<file path="config.mk">
export PLATFORM = sky130hd
export DESIGN_NAME = pixel2superpixel_tracker
export DESIGN_NICKNAME = d
export VERILOG_FILES = /design/src/rtl/pixel2superpixel_tracker.sv
export SDC_FILE = /design/constraint.sdc
export NUM_CORES = 1
export LEC_CHECK = 0
export ABC_AREA = 1
export CAP_MARGIN = 25
export CORE_MARGIN = 8
export CORE_UTILIZATION = 45
export CTS_CLUSTER_SIZE = 40
export DETAILED_ROUTE_END_ITERATION = 6
export HOLD_SLACK_MARGIN = 0.15
export PLACE_DENSITY_LB_ADDON = 0.12
export SYNTH_ARGS = -nofsm -noshare
export SYNTH_HDL_FRONTEND = slang
export SYNTH_SLANG_ARGS = --single-unit
</file>
<file path="constraint.sdc">
create_clock -name clk -period 2.9 [get_ports clk]
set_input_delay 0.435 -clock clk [delete_from_list [all_inputs] [get_ports clk]]
set_output_delay 0.435 -clock clk [all_outputs]
set_load 0.03 [all_outputs]
</file>
<file path="src/rtl/pixel2superpixel_tracker.sv">
// pixel2superpixel_tracker
// Follows the VGA raster (pix_x, pix_y) and reports the owning superpixel
// cell, the offset inside that cell and the superpixel buffer address. All
// outputs are registered and appear one cycle after the pixel is sampled.
// No division is used. Cell and sub-cell counters step with the raster and
// resync at line start (pix_x == 0) and frame start (0,0).
// Optional feature: define SPIXEL_BORDER_EN to register a cell-edge flag on
// spx_border. Without it, spx_border is tied low.
//
// state    | meaning
// ---------+------------------------------------------------------------
// UNSYNCED | waiting for pixel (0,0); spx_valid stays low
// TRACK    | counters follow the raster; any break returns to UNSYNCED
module pixel2superpixel_tracker #(
    parameter int SPIXEL_X_WIDTH = 6,
    parameter int SPIXEL_Y_WIDTH = 6,
    parameter int SPIXEL_X_MAX   = 63,
    parameter int SPIXEL_Y_MAX   = 47,
    parameter int PIXEL_X_WIDTH  = 10,
    parameter int PIXEL_Y_WIDTH  = 9,
    parameter int PIXEL_X_MAX    = 639,
    parameter int PIXEL_Y_MAX    = 479
) (
    input  logic                                   clk,
    input  logic                                   rst,
    input  logic                                   pix_valid,
    input  logic [PIXEL_X_WIDTH-1:0]               pix_x,
    input  logic [PIXEL_Y_WIDTH-1:0]               pix_y,
    output logic                                   spx_valid,
    output logic [SPIXEL_X_WIDTH-1:0]              spx_x,
    output logic [SPIXEL_Y_WIDTH-1:0]              spx_y,
    output logic [3:0]                             sub_x,
    output logic [3:0]                             sub_y,
    output logic [SPIXEL_X_WIDTH+SPIXEL_Y_WIDTH-1:0] spx_addr,
    output logic                                   spx_border,
    output logic                                   sync_err
);

    localparam int SPIXEL_PHY = (PIXEL_X_MAX + 1) / (SPIXEL_X_MAX + 1);
    localparam logic [3:0] SUB_LAST = 4'(SPIXEL_PHY - 1);
    localparam logic [PIXEL_X_WIDTH-1:0] X_LAST = PIXEL_X_WIDTH'(PIXEL_X_MAX);
    localparam logic [PIXEL_Y_WIDTH-1:0] Y_LAST = PIXEL_Y_WIDTH'(PIXEL_Y_MAX);

    typedef enum logic {UNSYNCED, TRACK} state_t;

    state_t state, state_nxt;

    logic [PIXEL_X_WIDTH-1:0]  last_x, last_x_nxt;
    logic [PIXEL_Y_WIDTH-1:0]  last_y, last_y_nxt;
    logic [SPIXEL_X_WIDTH-1:0] spx_x_nxt;
    logic [SPIXEL_Y_WIDTH-1:0] spx_y_nxt;
    logic [3:0]                sub_x_nxt, sub_y_nxt;
    logic                      spx_valid_nxt, sync_err_nxt, accept;
    logic                      in_range, x_first, x_step, y_first, y_step, y_same;

    assign in_range = (pix_x <= X_LAST) && (pix_y <= Y_LAST);
    assign x_first  = (pix_x == '0);
    assign x_step   = (pix_x == last_x + 1'b1);
    assign y_first  = (pix_y == '0);
    assign y_step   = (pix_y == last_y + 1'b1);
    assign y_same   = (pix_y == last_y);

    // State register
    always_ff @(posedge clk) begin
        if (rst) state <= UNSYNCED;
        else     state <= state_nxt;
    end

    // Next state, pixel acceptance and next counter values
    always_comb begin
        state_nxt     = state;
        accept        = 1'b0;
        sync_err_nxt  = 1'b0;
        spx_x_nxt     = spx_x;
        spx_y_nxt     = spx_y;
        sub_x_nxt     = sub_x;
        sub_y_nxt     = sub_y;
        last_x_nxt    = last_x;
        last_y_nxt    = last_y;

        if (pix_valid) begin
            case (state)
                UNSYNCED: begin
                    if (x_first && y_first) begin
                        accept    = 1'b1;
                        state_nxt = TRACK;
                    end
                end
                TRACK: begin
                    // A row change in mid-line would break the row invariant,
                    // so a stepping column also requires an unchanged row.
                    if (in_range && x_first && (y_first || y_step || y_same))
                        accept = 1'b1;
                    else if (in_range && x_step && y_same)
                        accept = 1'b1;
                    else begin
                        sync_err_nxt = 1'b1;
                        state_nxt    = UNSYNCED;
                    end
                end
                default: state_nxt = UNSYNCED;
            endcase
        end

        if (accept) begin
            last_x_nxt = pix_x;
            last_y_nxt = pix_y;
            if (x_first) begin
                spx_x_nxt = '0;
                sub_x_nxt = '0;
                if (y_first) begin
                    spx_y_nxt = '0;
                    sub_y_nxt = '0;
                end else if (y_step) begin
                    if (sub_y == SUB_LAST) begin
                        sub_y_nxt = '0;
                        spx_y_nxt = spx_y + 1'b1;
                    end else begin
                        sub_y_nxt = sub_y + 1'b1;
                    end
                end
            end else if (sub_x == SUB_LAST) begin
                sub_x_nxt = '0;
                spx_x_nxt = spx_x + 1'b1;
            end else begin
                sub_x_nxt = sub_x + 1'b1;
            end
        end

        spx_valid_nxt = accept;
    end

    // Output and tracking registers; values hold through blanking
    always_ff @(posedge clk) begin
        if (rst) begin
            spx_valid <= 1'b0;
            sync_err  <= 1'b0;
            spx_x     <= '0;
            spx_y     <= '0;
            sub_x     <= '0;
            sub_y     <= '0;
            last_x    <= '0;
            last_y    <= '0;
        end else begin
            spx_valid <= spx_valid_nxt;
            sync_err  <= sync_err_nxt;
            spx_x     <= spx_x_nxt;
            spx_y     <= spx_y_nxt;
            sub_x     <= sub_x_nxt;
            sub_y     <= sub_y_nxt;
            last_x    <= last_x_nxt;
            last_y    <= last_y_nxt;
        end
    end

    assign spx_addr = {spx_y, spx_x};

`ifdef SPIXEL_BORDER_EN
    logic border_nxt;

    assign border_nxt = accept &&
                        ((sub_x_nxt == '0) || (sub_x_nxt == SUB_LAST) ||
                         (sub_y_nxt == '0) || (sub_y_nxt == SUB_LAST));

    // Cell-edge flag, aligned with the other outputs
    always_ff @(posedge clk) begin
        if (rst) spx_border <= 1'b0;
        else     spx_border <= border_nxt;
    end
`else
    assign spx_border = 1'b0;
`endif

endmodule

</file>
==> impl_results.md, run 1 <==
- Final worst setup slack: 434.4 ps
- Reported leakage power: 1.629 nW
- Class of the most critical setup path: reg2reg
- Post-synth top area share: 28.29%
- Cells taking the most area after synthesis: sky130_fd_sc_hd__dfxtp_1, sky130_fd_sc_hd__nand2_1, sky130_fd_sc_hd__inv_1, sky130_fd_sc_hd__nor2_1, sky130_fd_sc_hd__nand3_1
- I/O pins: 57
- Post-cts resize count: 0
- Number of remaining DRC errors: 0
- CP Data Required Time: 3080 ps
- Clock tree sinks: 42
- Most common library cell in the layout ignoring fill and taps: sky130_fd_sc_hd__nand2_1
- Fraction of layout cells with a size suffix above 1: 7.198%
- Post-Syn Area per Cell: 6.350 um2
- Maximum number of pins on one net before global-route repair: 36
- Synth Instances: 468
- Cell Count, Final, Fillers Out: 591
- Library cell with the largest summed area after synthesis: sky130_fd_sc_hd__dfxtp_1
- Final Routed Wirelength: 6.982 mm
- Worst reg2reg setup slack: 430 ps
- Classification of the worst-slack hold path: reg2reg
- Antenna cell count: 0
- Register area: 840.8 um2
- Post-CTS setup buffers: 0
- Post-Syn Area: 2972 um2
- Via total after detailed routing: 2906
- Port Buffer Count: 55
- Setup-violating endpoint count in the final report: 0
- Number of flip-flops and latches in the synthesized netlist: 42
- Number of global-route vias before repair: 2731
- Dpl cells: 583
- Slowest library cell on the worst path: sky130_fd_sc_hd__dfxtp_1
- Clock tree from TritonCTS: yes
- Maximum count of clock buffers along a single path: 2
- Cell count of the worst hold path: 2
- Total of max-cap violations: 0
- Share of the core filled with cells in the final layout: 56.09%
- Die outline area: 9460 um2
- Initial antenna violation count: 0
- Routability cong.: 0.8691
- Worst R2R End: spx_x[1]$_SDFFE_PP0P_
- Remaining antenna violation count: 0
- Worst Hold Path EP: last_y[8]$_SDFFE_PP0P_
- Horizontal die dimension: 97.26 um
- Nature of the critical path endpoint: flop
- Final hold slack: 502.3 ps
- Largest voltage drop on the vdd net: 0.1566 mV
- First-pass GRT wire length: 12.25 mm
- Starting density of the core: 46.53%
- Largest clock skew in the final design: 3.996 ps
- Critical path launch point type: flop
- Most common cell on crit path: sky130_fd_sc_hd__nand2_1
- CTS buffer count: 5
- Cell Chain, Critical Path: ha_1, nand2_1, nor2_2, nand2_1, nand3_1, nand2_1, inv_1, nand2_1, nor2_1, nand3_1, nand2_1, nand3_4, nand2_4, nand2_4, nor2_4, nand2_1, o21ai_0, nor2_1
- Critical path peak fanout: 35
- Placed cell areas: 3491 um2
- Shortest clock period the worst path allows after layout: 2466 ps
- Hold wc startpoint: last_y[8]$_SDFFE_PP0P_
- Post-route design area: 3582 um2
- Total half-perimeter wirelength after legalization and detailed placement: 5.283 mm
- Met3 Wirelength: 341 um
- Top library cells by usage in the layout, fill and taps aside: sky130_fd_sc_hd__nand2_1, sky130_fd_sc_hd__inv_1, sky130_fd_sc_hd__nor2_1, sky130_fd_sc_hd__clkdlybuf4s50_1, sky130_fd_sc_hd__dfxtp_1
- Post-detailed-route via-to-cell ratio: 4.917
- Clock Root Buffer: sky130_fd_sc_hd__clkbuf_8
- Worst slack at placement: 157.3 ps
- Die H: 97.26 um
- Average detailed-routed wire length per instance: 11.81 um
- Global-route congestion overflow total: 0
- Arrival time at the worst endpoint: 2650 ps
- Final period util: 85.02%
- Number of nets in the layout: 543
- Clock H-tree levels: 2
- Violation count after the first detailed-route iteration: 259
- Reg2reg path depth: 18
- Placement Rows: 29
- Longest individual stage delay on the worst path: 410 ps
- Area growth syn-to-layout: 20.55%
- Post-synthesis sequential area ratio: 28.29%
- Metal2 WL: 3.222 mm
- Sum of negative setup slack: 0 ps
- Final-report max-slew violation count: 0
- Tot Pwr: 1.071 mW
- Outcome: finished clean
- Detailed-routing iteration count for the pre-antenna-repair pass: 5
- Hold Vio Cnt, Final: 0
- RSZ-0062 raised after global routing: no
- Number of filler instances in the final layout: 628
- GRT Total Usage: 15.01%
- Worst-Skew Late Latency: 290 ps
- CTS hold repair buffers: 0
- Max Fclk: 405.6 MHz
- Area used by multi-input combinational logic: 1702 um2
- Startpoint of the lowest-slack register-to-register path: last_x[0]$_SDFFE_PP0P_
- Core ar.: 6386 um2
- Net Count, Synth: 498
- Met1 wire length: 3.327 mm
- Clock transition at the registers of the reported paths: 80 ps
- Number of unique standard cell types used by synthesis: 39
- Synth Warn #: 0
- Topmost layer with routed signal wires: met4
- Power density over the cells: 298.9 nW/um2
-- worst max-delay path by stage --
stage | cells past startpoint | slack [ps] | startpoint | endpoint
floorplan | 17 | 880 | last_x[0]$_SDFFE_PP0P_ | last_x[2]$_SDFFE_PP0P_
global placement | 16 | 210 | pix_x[7] | spx_x[1]$_SDFFE_PP0P_
detailed placement | 16 | 160 | pix_x[7] | spx_x[1]$_SDFFE_PP0P_
CTS | 16 | 410 | last_x[0]$_SDFFE_PP0P_ | sub_x[0]$_SDFFE_PP0P_
global route | 18 | 90 | last_x[0]$_SDFFE_PP0P_ | spx_x[1]$_SDFFE_PP0P_
finish | 18 | 430 | last_x[0]$_SDFFE_PP0P_ | spx_x[1]$_SDFFE_PP0P_
-- registers in the layout, indices dropped and copies added (netlist names) --
signal,count
spx_x,6
sync_err,1
state,1
sub_x,4
spx_valid,1
last_x,10
sub_y,4
last_y,9
spx_y,6
-- power breakdown --
part	internal [mW]	switching [mW]
Sequential	0.576	0.00000115
Combinational	0.0489	0.0570
Clock	0.192	0.197
Total	0.817	0.254
-- Yosys cell counts --
| master | instances |
|---|---|
| sky130_fd_sc_hd__nand3_1 | 34 |
| sky130_fd_sc_hd__or2_2 | 2 |
| sky130_fd_sc_hd__o31ai_1 | 1 |
| sky130_fd_sc_hd__a21o_1 | 1 |
| sky130_fd_sc_hd__a21oi_4 | 2 |
| sky130_fd_sc_hd__a21boi_0 | 1 |
| sky130_fd_sc_hd__nand2_4 | 4 |
| sky130_fd_sc_hd__xor2_1 | 4 |
| sky130_fd_sc_hd__nand2_2 | 3 |
| sky130_fd_sc_hd__conb_1 | 1 |
| sky130_fd_sc_hd__nand3_2 | 2 |
| sky130_fd_sc_hd__inv_2 | 2 |
| sky130_fd_sc_hd__nand4_4 | 1 |
| sky130_fd_sc_hd__buf_2 | 1 |
| sky130_fd_sc_hd__inv_1 | 65 |
| sky130_fd_sc_hd__nor2_2 | 5 |
| sky130_fd_sc_hd__o21ai_0 | 14 |
| sky130_fd_sc_hd__or2_4 | 1 |
| sky130_fd_sc_hd__or3_1 | 1 |
| sky130_fd_sc_hd__nand2_1 | 128 |
| sky130_fd_sc_hd__nand3b_1 | 2 |
| sky130_fd_sc_hd__buf_6 | 6 |
| sky130_fd_sc_hd__nor2_4 | 2 |
| sky130_fd_sc_hd__nand3_4 | 1 |
| sky130_fd_sc_hd__xnor2_1 | 6 |
| sky130_fd_sc_hd__o21bai_1 | 1 |
| sky130_fd_sc_hd__and2_1 | 1 |
| sky130_fd_sc_hd__buf_4 | 13 |
| sky130_fd_sc_hd__clkbuf_1 | 2 |
| sky130_fd_sc_hd__or2_0 | 1 |
| sky130_fd_sc_hd__a21oi_1 | 24 |
| sky130_fd_sc_hd__a22oi_1 | 1 |
| sky130_fd_sc_hd__o21ai_1 | 11 |
| sky130_fd_sc_hd__dfxtp_1 | 42 |
| sky130_fd_sc_hd__nand4_1 | 11 |
| sky130_fd_sc_hd__nor2_1 | 59 |
| sky130_fd_sc_hd__nor3_1 | 3 |
| sky130_fd_sc_hd__ha_1 | 8 |
| sky130_fd_sc_hd__nor3b_1 | 1 |
-- final cells by class --
| class | count | share of cell area (%) |
|---|---|---|
| timing repair buffer | 60 | 16.77 |
| inverter | 67 | 7.021 |
| clock inverter | 1 | 0.1397 |
| tap | 77 | 2.689 |
| sequential | 42 | 23.47 |
| multi-input combinational | 337 | 47.50 |
| clock buffer | 7 | 2.410 |
-- critical path, delay by kind of cell (launching register included) --
kind	cells	cell delay, ps
AO/OA/AOI/OAI	1	70
adder cells (fa/ha/maj)	1	220
buffers and inverters	1	40
flip-flops	1	410
AND/OR/NAND/NOR	15	1590
-- per-layer routing --
metal,GRT usage (%),up-vias
li1,-,1553
met1,18.66,1285
met2,24.95,61
met3,3.627,7
met4,4.312,0
met5,0,-
-- logic make-up after synthesis --
family | Yosys count | synth area share, %
AND/OR/NAND/NOR | 262 | 40.21
other | 1 | 0.1262
AO/OA/AOI/OAI | 56 | 10.61
adder cells (fa/ha/maj) | 8 | 3.369
buffers and inverters | 89 | 14.44
flip-flops | 42 | 28.29
XOR/XNOR | 10 | 2.947
No activity file was read; power rests on OpenSTA's default activity.
==> run 2, diff against run 1 <==
CELL_PAD_IN_SITES_DETAIL_PLACEMENT = 0   (was default)
CELL_PAD_IN_SITES_GLOBAL_PLACEMENT = 1   (was default)
CORE_UTILIZATION = 36   (was 45)
==> run 2 against run 1 <==
Core utilization down 11 points. Sequential share of layout area is 0.37 points lower. Routed wire length grew 7.9%. Critical path depth unchanged. Power is 0.28% higher. Global-route usage shrank 1.3 points. Flip-flop and latch count unchanged. Combinational power rose by 5%. Worst hold slack improved by 4.3 ps. Cell count rose by 5.1%. Largest cell class unchanged. Highest routed layer unchanged.
==> impl_results.md, run 2 (same netlist as run 1, synthesis figures left out) <==
- Outcome: finished clean
- Placement Rows: 33 (+14%)
- CTS buffer count: 5 (unchanged)
- Area growth syn-to-layout: 22.48%
- Number of remaining DRC errors: 0 (unchanged)
- Most common library cell in the layout ignoring fill and taps: sky130_fd_sc_hd__nand2_1
- Top library cells by usage in the layout, fill and taps aside: sky130_fd_sc_hd__nand2_1, sky130_fd_sc_hd__inv_1, sky130_fd_sc_hd__nor2_1, sky130_fd_sc_hd__clkdlybuf4s50_1, sky130_fd_sc_hd__dfxtp_1
- Total half-perimeter wirelength after legalization and detailed placement: 5.734 mm (+8.5%)
- Largest voltage drop on the vdd net: 0.1932 mV (+23%)
- Hold Vio Cnt, Final: 0 (unchanged)
- Final-report max-slew violation count: 0 (unchanged)
- Clock Root Buffer: sky130_fd_sc_hd__clkbuf_8
- Antenna cell count: 0 (unchanged)
- Number of filler instances in the final layout: 896 (+43%)
- Arrival time at the worst endpoint: 2690 ps (+40 ps)
- Initial antenna violation count: 0 (unchanged)
- Post-detailed-route via-to-cell ratio: 4.564 (-7.2%)
- Reg2reg path depth: 18 (unchanged)
- Classification of the worst-slack hold path: reg2reg
- Core ar.: 8093 um2 (+27%)
- I/O pins: 57 (unchanged)
- Startpoint of the lowest-slack register-to-register path: last_x[0]$_SDFFE_PP0P_
- Worst reg2reg setup slack: 400 ps (-40 ps)
- Via total after detailed routing: 2834 (-2.5%)
- Worst-Skew Late Latency: 300 ps (about the same)
- Largest clock skew in the final design: 7.202 ps (+3.206 ps)
- Final Routed Wirelength: 7.536 mm (+7.9%)
- Class of the most critical setup path: reg2reg
- Sum of negative setup slack: 0 ps (unchanged)
- Global-route congestion overflow total: 0 (unchanged)
- Die outline area: 11420 um2 (+21%)
- GRT Total Usage: 13.72% (-1.3 points)
- Post-cts resize count: 0 (unchanged)
- Maximum number of pins on one net before global-route repair: 36 (unchanged)
- Clock tree from TritonCTS: yes
- Reported leakage power: 1.640 nW (+0.72%)
- RSZ-0062 raised after global routing: no
- Detailed-routing iteration count for the pre-antenna-repair pass: 5 (unchanged)
- Final period util: 86.34% (+1.3 points)
- Routability cong.: 0.8142 (-6.3%)
- Area used by multi-input combinational logic: 1702 um2 (unchanged)
- Remaining antenna violation count: 0 (unchanged)
- Clock tree sinks: 42 (unchanged)
- Starting density of the core: 36.72% (-9.8 points)
- Maximum count of clock buffers along a single path: 2 (unchanged)
- Critical path peak fanout: 35 (unchanged)
- Worst R2R End: spx_x[1]$_SDFFE_PP0P_
- Die H: 106.9 um (+9.9%)
- Violation count after the first detailed-route iteration: 94 (-64%)
- Worst setup path end: spx_x[1]$_SDFFE_PP0P_
- Post-CTS setup buffers: 0 (unchanged)
- Clock transition at the registers of the reported paths: 90 ps (about the same)
- First-pass GRT wire length: 13.00 mm (+6.1%)
- Number of global-route vias before repair: 2719 (-0.44%)
- CP Data Required Time: 3090 ps (about the same)
- Clock H-tree levels: 2 (unchanged)
- Number of flip-flops in the largest register: 10 (unchanged)
- Largest reg by FF count: last_x
- Register area: 840.8 um2 (unchanged)
- Critical path launch point type: flop
- Average detailed-routed wire length per instance: 12.14 um (+2.7%)
- Number of nets in the layout: 545 (+0.37%)
- Setup-violating endpoint count in the final report: 0 (unchanged)
- Power density over the cells: 295.0 nW/um2 (-1.3%)
- Nature of the critical path endpoint: flop
- Shortest clock period the worst path allows after layout: 2504 ps (+38.25 ps)
- Total of max-cap violations: 0 (unchanged)
- Worst setup startpoint: last_x[0]$_SDFFE_PP0P_
- Fraction of layout cells with a size suffix above 1: 7.558% (+0.36 points)
- Port Buffer Count: 55 (unchanged)
- CTS hold repair buffers: 0 (unchanged)
- Share of the core filled with cells in the final layout: 44.98% (-11 points)
- Max Fclk: 399.4 MHz (-1.5%)
- Horizontal die dimension: 106.9 um (+9.9%)
- Top Registers: last_x: 10 flops, last_y: 9 flops
==> run 2: cell count changes in the layout (fill, tap and decap cells not counted), sizes merged <==
cell    previous run  this run
buf                5         7
clkbuf             7         6
clkinv             1         2
==> run 2: routing by layer <==
layer	wire (um)	share of wire (%)	global-route usage, %	up-vias
met2	3362	45	21.94	48
met3	273	3.6	2.999	6
met4	70	0.93	3.317	0
met1	3829	51	18.28	1233
li1	-	-	-	1547
met5	0	0	0	-
==> run 2: how the worst min path moves through the flow <==
stage	startpoint	to	cells after the start
3_5_place_dp	last_y[8]$_SDFFE_PP0P_	last_y[8]$_SDFFE_PP0P_	2
3_3_place_gp	last_y[8]$_SDFFE_PP0P_	last_y[8]$_SDFFE_PP0P_	2
2_1_floorplan	last_y[6]$_SDFFE_PP0P_	last_y[6]$_SDFFE_PP0P_	2
5_1_grt	last_y[8]$_SDFFE_PP0P_	last_y[8]$_SDFFE_PP0P_	2
6_report	last_y[8]$_SDFFE_PP0P_	last_y[8]$_SDFFE_PP0P_	2
4_1_cts	last_y[8]$_SDFFE_PP0P_	last_y[8]$_SDFFE_PP0P_	2
==> run 2: power breakdown <==
group / total [mW] / leakage [nW] / internal, mW / switching [mW]
clock: 0.387 / 0.0452 / 0.170 / 0.217
sequential: 0.576 / 0.338 / 0.576 / 0.00000114
combinational: 0.111 / 1.26 / 0.0516 / 0.0593
==> run 2: final cells by class <==
type                       count  share of cell area [%]
multi-input combinational    337                   46.75
tap                          105                   3.609
timing repair buffer          62                   17.26
inverter                      67                   6.910
clock buffer                   6                   1.994
sequential                    42                   23.10
clock inverter                 2                  0.3781
==> run 2: metrics by stage <==
step	setup slack (ps)	instances	cell area [um2]	hold WS (ps)	power, mW
3_5_place_dp	119.3	613	3553	494.5	0.7007
4_1_cts	347.9	621	3640	508.2	1.096
6_report	396.2	621	3640	506.6	1.074
2_1_floorplan	882.0	468	2972	469.7	0.6427
3_3_place_gp	141.9	613	3553	485.3	0.7012
5_1_grt	129.4	621	3640	532.6	1.130
==> run 2: worst max-delay path: stages, from the launching register on <==
cell	delay, ps
sky130_fd_sc_hd__dfxtp_1	410
sky130_fd_sc_hd__ha_1	220
sky130_fd_sc_hd__nand2_1	140
sky130_fd_sc_hd__nor2_2	160
sky130_fd_sc_hd__nand2_1	80
sky130_fd_sc_hd__nand3_1	70
sky130_fd_sc_hd__nand2_1	50
sky130_fd_sc_hd__inv_1	50
sky130_fd_sc_hd__nand2_1	40
sky130_fd_sc_hd__nor2_1	110
sky130_fd_sc_hd__nand3_1	90
sky130_fd_sc_hd__nand2_1	120
sky130_fd_sc_hd__nand3_4	110
sky130_fd_sc_hd__nand2_4	120
sky130_fd_sc_hd__nand2_4	230
sky130_fd_sc_hd__nor2_4	190
sky130_fd_sc_hd__nand2_1	60
sky130_fd_sc_hd__o21ai_0	70
sky130_fd_sc_hd__nor2_1	60
==> RTL change 1 (config.mk and constraints of run 1) <==
`SPIXEL_Y_WIDTH`: 6 -> 3.
--- a/src/rtl/pixel2superpixel_tracker.sv
+++ b/src/rtl/pixel2superpixel_tracker.sv
@@ -13,7 +13,7 @@
 // TRACK    | counters follow the raster; any break returns to UNSYNCED
 module pixel2superpixel_tracker #(
     parameter int SPIXEL_X_WIDTH = 6,
-    parameter int SPIXEL_Y_WIDTH = 6,
+    parameter int SPIXEL_Y_WIDTH = 3,
     parameter int SPIXEL_X_MAX   = 63,
     parameter int SPIXEL_Y_MAX   = 47,
     parameter int PIXEL_X_WIDTH  = 10,
Ports: changed (resized spx_addr and spx_y); port bits go from 57 to 51. The function was not compared with the original's and may differ.
==> RTL change 1 against run 1 <==
- register-to-register slack improved by 70 ps
- sequential cell count is 3 lower
- wire length decreased by 6.9%
- final cell count fell by 6.4%
- non-clock buffer count fell by 6
- fmax up 1.3%
- power decreased by 4.9%
- setup slack improved by 32 ps
- synthesized area shrank 10%
- sequential share of layout area increased by 0.46 points
- hold slack got worse by 28 ps
- clock power fell by 2%
- design area shrank 8.9%
- first-iteration DRC count fell by 63%
- highest routed layer unchanged
==> RTL change 1: results <==
[placement]
portBuffers = 49
placed_area_um2 = 3170
hpwl_um = 5030
routabilityCongestion = 0.804

[power_and_ir_drop]
p_leak_uw = 0.00142
ir_drop_mv = 0.215

[finish]
drive_gt1_frac = 0.0649
top_regs = "last_x: 10 flops, last_y: 9 flops, spx_x: 6 flops"
n_antenna_cell = 0
fill_cells = 598
nets = 508

[global_route]
grt_overflow = 0
grt_pass1_vias = 2580
grtUsageTotal = 0.157
grt_max_degree = 21
grt_pass1_wl_um = 11300

[worst_setup_path]
cp_max_fo = 20
max_stage_delay_ps = 450
crit_slowest_cell = "clkdlybuf4s50_1"
crit_arrival_ps = 2670

[clocking]
cts_root_buffer = "clkbuf_8"

[outcome]
status = "completed"

[timing]
finalClockSkew_ps = 3.00

[synth]
synth-adder-area-share = 0.0375
ys_top_cells_by_count = "117 x nand2_1, 68 x inv_1, 51 x nor2_1"
ys_seq_area_frac = 0.293
synth_xor_xnor_area_share = 0.0263
syn-num-nets = 464
ys_types = 35
ys_top_cells_by_area = "dfxtp_1 29%, nand2_1 16%, inv_1 9.6%"
synth_compound_area_frac = 0.108

[drt]
drt_wl_total_um = 6500
dr.first_iter.drc_count = 96
first_pass_iters = 4
via_count = 2699

[hold_path]
hold_class = "reg -> reg"
RTL change 1: stage by stage:
step	instances	hold slack (ps)	util	worst slack (ps)
after floorplan	434	444	-	939
after global placement	546	461	0.546	216
after detailed placement	546	468	0.546	157
after CTS	553	478	0.561	459
after global routing	553	519	0.561	200
final	553	474	0.561	467
RTL change 1: cell type report:
cell class,instances,area [µm²],area share
multi-input combinational,308,1510,0.463
sequential,39,781,0.239
timing repair buffer,54,528,0.162
inverter,70,263,0.0806
tap,75,93.8,0.0288
clock buffer,6,82.6,0.0253
clock inverter,1,5.00,0.00153
RTL change 1: worst max-delay path: cells and delay by family:
| family | cells | cell delay [ps] |
|---|---|---|
| simple gates | 8 | 1270 |
| buf+inv | 4 | 870 |
| compound gates | 1 | 80 |
RTL change 1: final timing paths:
check | startpoint | endpoint | slack [ps] | cells past startpoint
setup / recovery | pix_x[7] | sub_y[1]$_SDFFE_PP0P_ | 470 | 13
hold / removal | last_x[9]$_SDFFE_PP0P_ | last_x[9]$_SDFFE_PP0P_ | 470 | 2
setup reg to reg | last_x[0]$_SDFFE_PP0P_ | sub_y[1]$_SDFFE_PP0P_ | 500 | 16
hold reg to reg | last_x[9]$_SDFFE_PP0P_ | last_x[9]$_SDFFE_PP0P_ | 470 | 2
RTL change 1: cells by family after synthesis:
| logic type | count (synthesis) |
|---|---|
| and+or+nand+nor | 236 |
| buffers and inverters | 87 |
| AOI/OAI and AO/OA | 55 |
| DFF | 39 |
| xor gates and xnor gates | 8 |
| adders and majority gates | 8 |
| other | 1 |
RTL change 1: layer usage:
layer / global-route usage / share of wire
met5: 0 / 0
met2: 0.279 / 0.49
met4: 0.0550 / 0.015
met1: 0.176 / 0.46
met3: 0.0409 / 0.041
RTL change 1: power breakdown:
group          switching (µW)  total [µW]  internal [µW]
sequential            0.00116         535            535
clock                     195         382            187
combinational            56.0         102           45.7
total                     251        1020            767
==> RTL change 2 (flow settings as in run 1) <==
Made on the original files. Register the inputs `pix_valid`, `pix_x` and `pix_y` before use. The logic sees them one clock later.
--- a/src/rtl/pixel2superpixel_tracker.sv
+++ b/src/rtl/pixel2superpixel_tracker.sv
@@ -43,6 +43,16 @@
 
     typedef enum logic {UNSYNCED, TRACK} state_t;
 
+    logic pix_valid_q;
+    logic [PIXEL_X_WIDTH-1:0] pix_x_q;
+    logic [PIXEL_Y_WIDTH-1:0] pix_y_q;
+
+    always_ff @(posedge clk) begin
+        pix_valid_q <= pix_valid;
+        pix_x_q     <= pix_x;
+        pix_y_q     <= pix_y;
+    end
+
     state_t state, state_nxt;
 
     logic [PIXEL_X_WIDTH-1:0]  last_x, last_x_nxt;
@@ -53,12 +63,12 @@
     logic                      spx_valid_nxt, sync_err_nxt, accept;
     logic                      in_range, x_first, x_step, y_first, y_step, y_same;
 
-    assign in_range = (pix_x <= X_LAST) && (pix_y <= Y_LAST);
-    assign x_first  = (pix_x == '0);
-    assign x_step   = (pix_x == last_x + 1'b1);
-    assign y_first  = (pix_y == '0);
-    assign y_step   = (pix_y == last_y + 1'b1);
-    assign y_same   = (pix_y == last_y);
+    assign in_range = (pix_x_q <= X_LAST) && (pix_y_q <= Y_LAST);
+    assign x_first  = (pix_x_q == '0);
+    assign x_step   = (pix_x_q == last_x + 1'b1);
+    assign y_first  = (pix_y_q == '0);
+    assign y_step   = (pix_y_q == last_y + 1'b1);
+    assign y_same   = (pix_y_q == last_y);
 
     // State register
     always_ff @(posedge clk) begin
@@ -78,7 +88,7 @@
         last_x_nxt    = last_x;
         last_y_nxt    = last_y;
 
-        if (pix_valid) begin
+        if (pix_valid_q) begin
             case (state)
                 UNSYNCED: begin
                     if (x_first && y_first) begin
@@ -103,8 +113,8 @@
         end
 
         if (accept) begin
-            last_x_nxt = pix_x;
-            last_y_nxt = pix_y;
+            last_x_nxt = pix_x_q;
+            last_y_nxt = pix_y_q;
             if (x_first) begin
                 spx_x_nxt = '0;
                 sub_x_nxt = '0;
Formal check against the unedited RTL: not equivalent (a bounded check fails within 4 cycles, from zero or initial values and one cycle with rst high).
==> RTL change 2 against run 1 <==
- setup slack lost 13 ps
- design area increased by 16%
- sequential cell count up 20
- power is 53% higher
- synthesized area is 17% higher
- synthesized cell count grew 8.1%
- wire length is 9.7% higher
- utilization decreased by 1.5 points
- highest routed layer unchanged
==> RTL change 2: results <==
[drt]
wl_met2_um = 3560
dr_wl_met3_um = 429
drt-met1-wl_um = 3590
dr.first_iter.drc_count = 122
drt_wl_total_um = 7660
first_pass_iters = 4

[finish]
final_cells = 659
nets = 582
top_regs = "last_x: 10 flops, pix_x_q: 10 flops"
drive_gt1_frac = 0.0700

[placement]
pre_cts_ws_ps = 414
hpwl_um = 5840
placedCellCount = 643
placed_area_um2 = 3980

[synth]
netlist_instances = 506
ys_top_cells_by_count = "122 x nand2_1, 75 x nor2_1, 65 x inv_1"
ys_types = 37
ys_top_cells_by_area = "dfxtp_1 36%, nand2_1 13%, nor2_1 8.1%"
syn-num-nets = 536
synth_xor_xnor_area_share = 0.0404
synth_compound_area_frac = 0.0859

[worst_setup_path]
reg2reg_depth = 14
max_stage_delay_ps = 440

[global_route]
grtUsageTotal = 0.148
grt_pass1_wl_um = 13600
met1_usage = 0.171
met2_usage = 0.249
use_met3 = 0.0403

[power_and_ir_drop]
pg_seq_uw = 883
p_int_uw = 1220
power.density_nw_per_um2 = 394
ir_drop_mv = 0.225
combPwrFrac = 0.058
p_leak_uw = 0.00179

[clocking]
numCtsBuffers = 9
htreeDepth = 3
clk_latency_ps = 340

[timing]
min_period_over_period = 0.855
fin_hold_ws_ps = 484
finalClockSkew_ps = 13.3

[outcome]
status = "completed"
==> RTL change 2: cell count changes in the layout (fill, tap and decap cells not counted), moves of 3 or more <==
cell | before | now
a21oi_1 | 24 | 19
clkbuf_8 | 6 | 9
clkinvlp_4 | 0 | 5
dfxtp_1 | 42 | 62
nand2_1 | 128 | 122
nand2_4 | 4 | 0
nor2_1 | 59 | 75
nor3_1 | 3 | 10
o21ai_0 | 14 | 29
o21ai_1 | 11 | 2
xor2_1 | 4 | 10
==> RTL change 2: worst register-to-register path: stages, from the launching register on <==
cell,delay (ps)
dfxtp_1,440
ha_1,240
nand2_2,120
nor2_2,180
nand2_1,110
nand3_2,100
nand2_1,60
nor2_1,100
nand2_1,70
nor2_2,110
nand4_2,110
nand3_4,150
nand2_8,180
o21ai_0,330
nor2_1,90
==> RTL change 2: cell type report <==
type	count	area [µm²]
clock buffer	9	124
clock inverter	7	51.3
fill	766	3450
inverter	66	253
multi-input combinational	356	1790
sequential	62	1240
tap	102	128
timing repair buffer	57	566
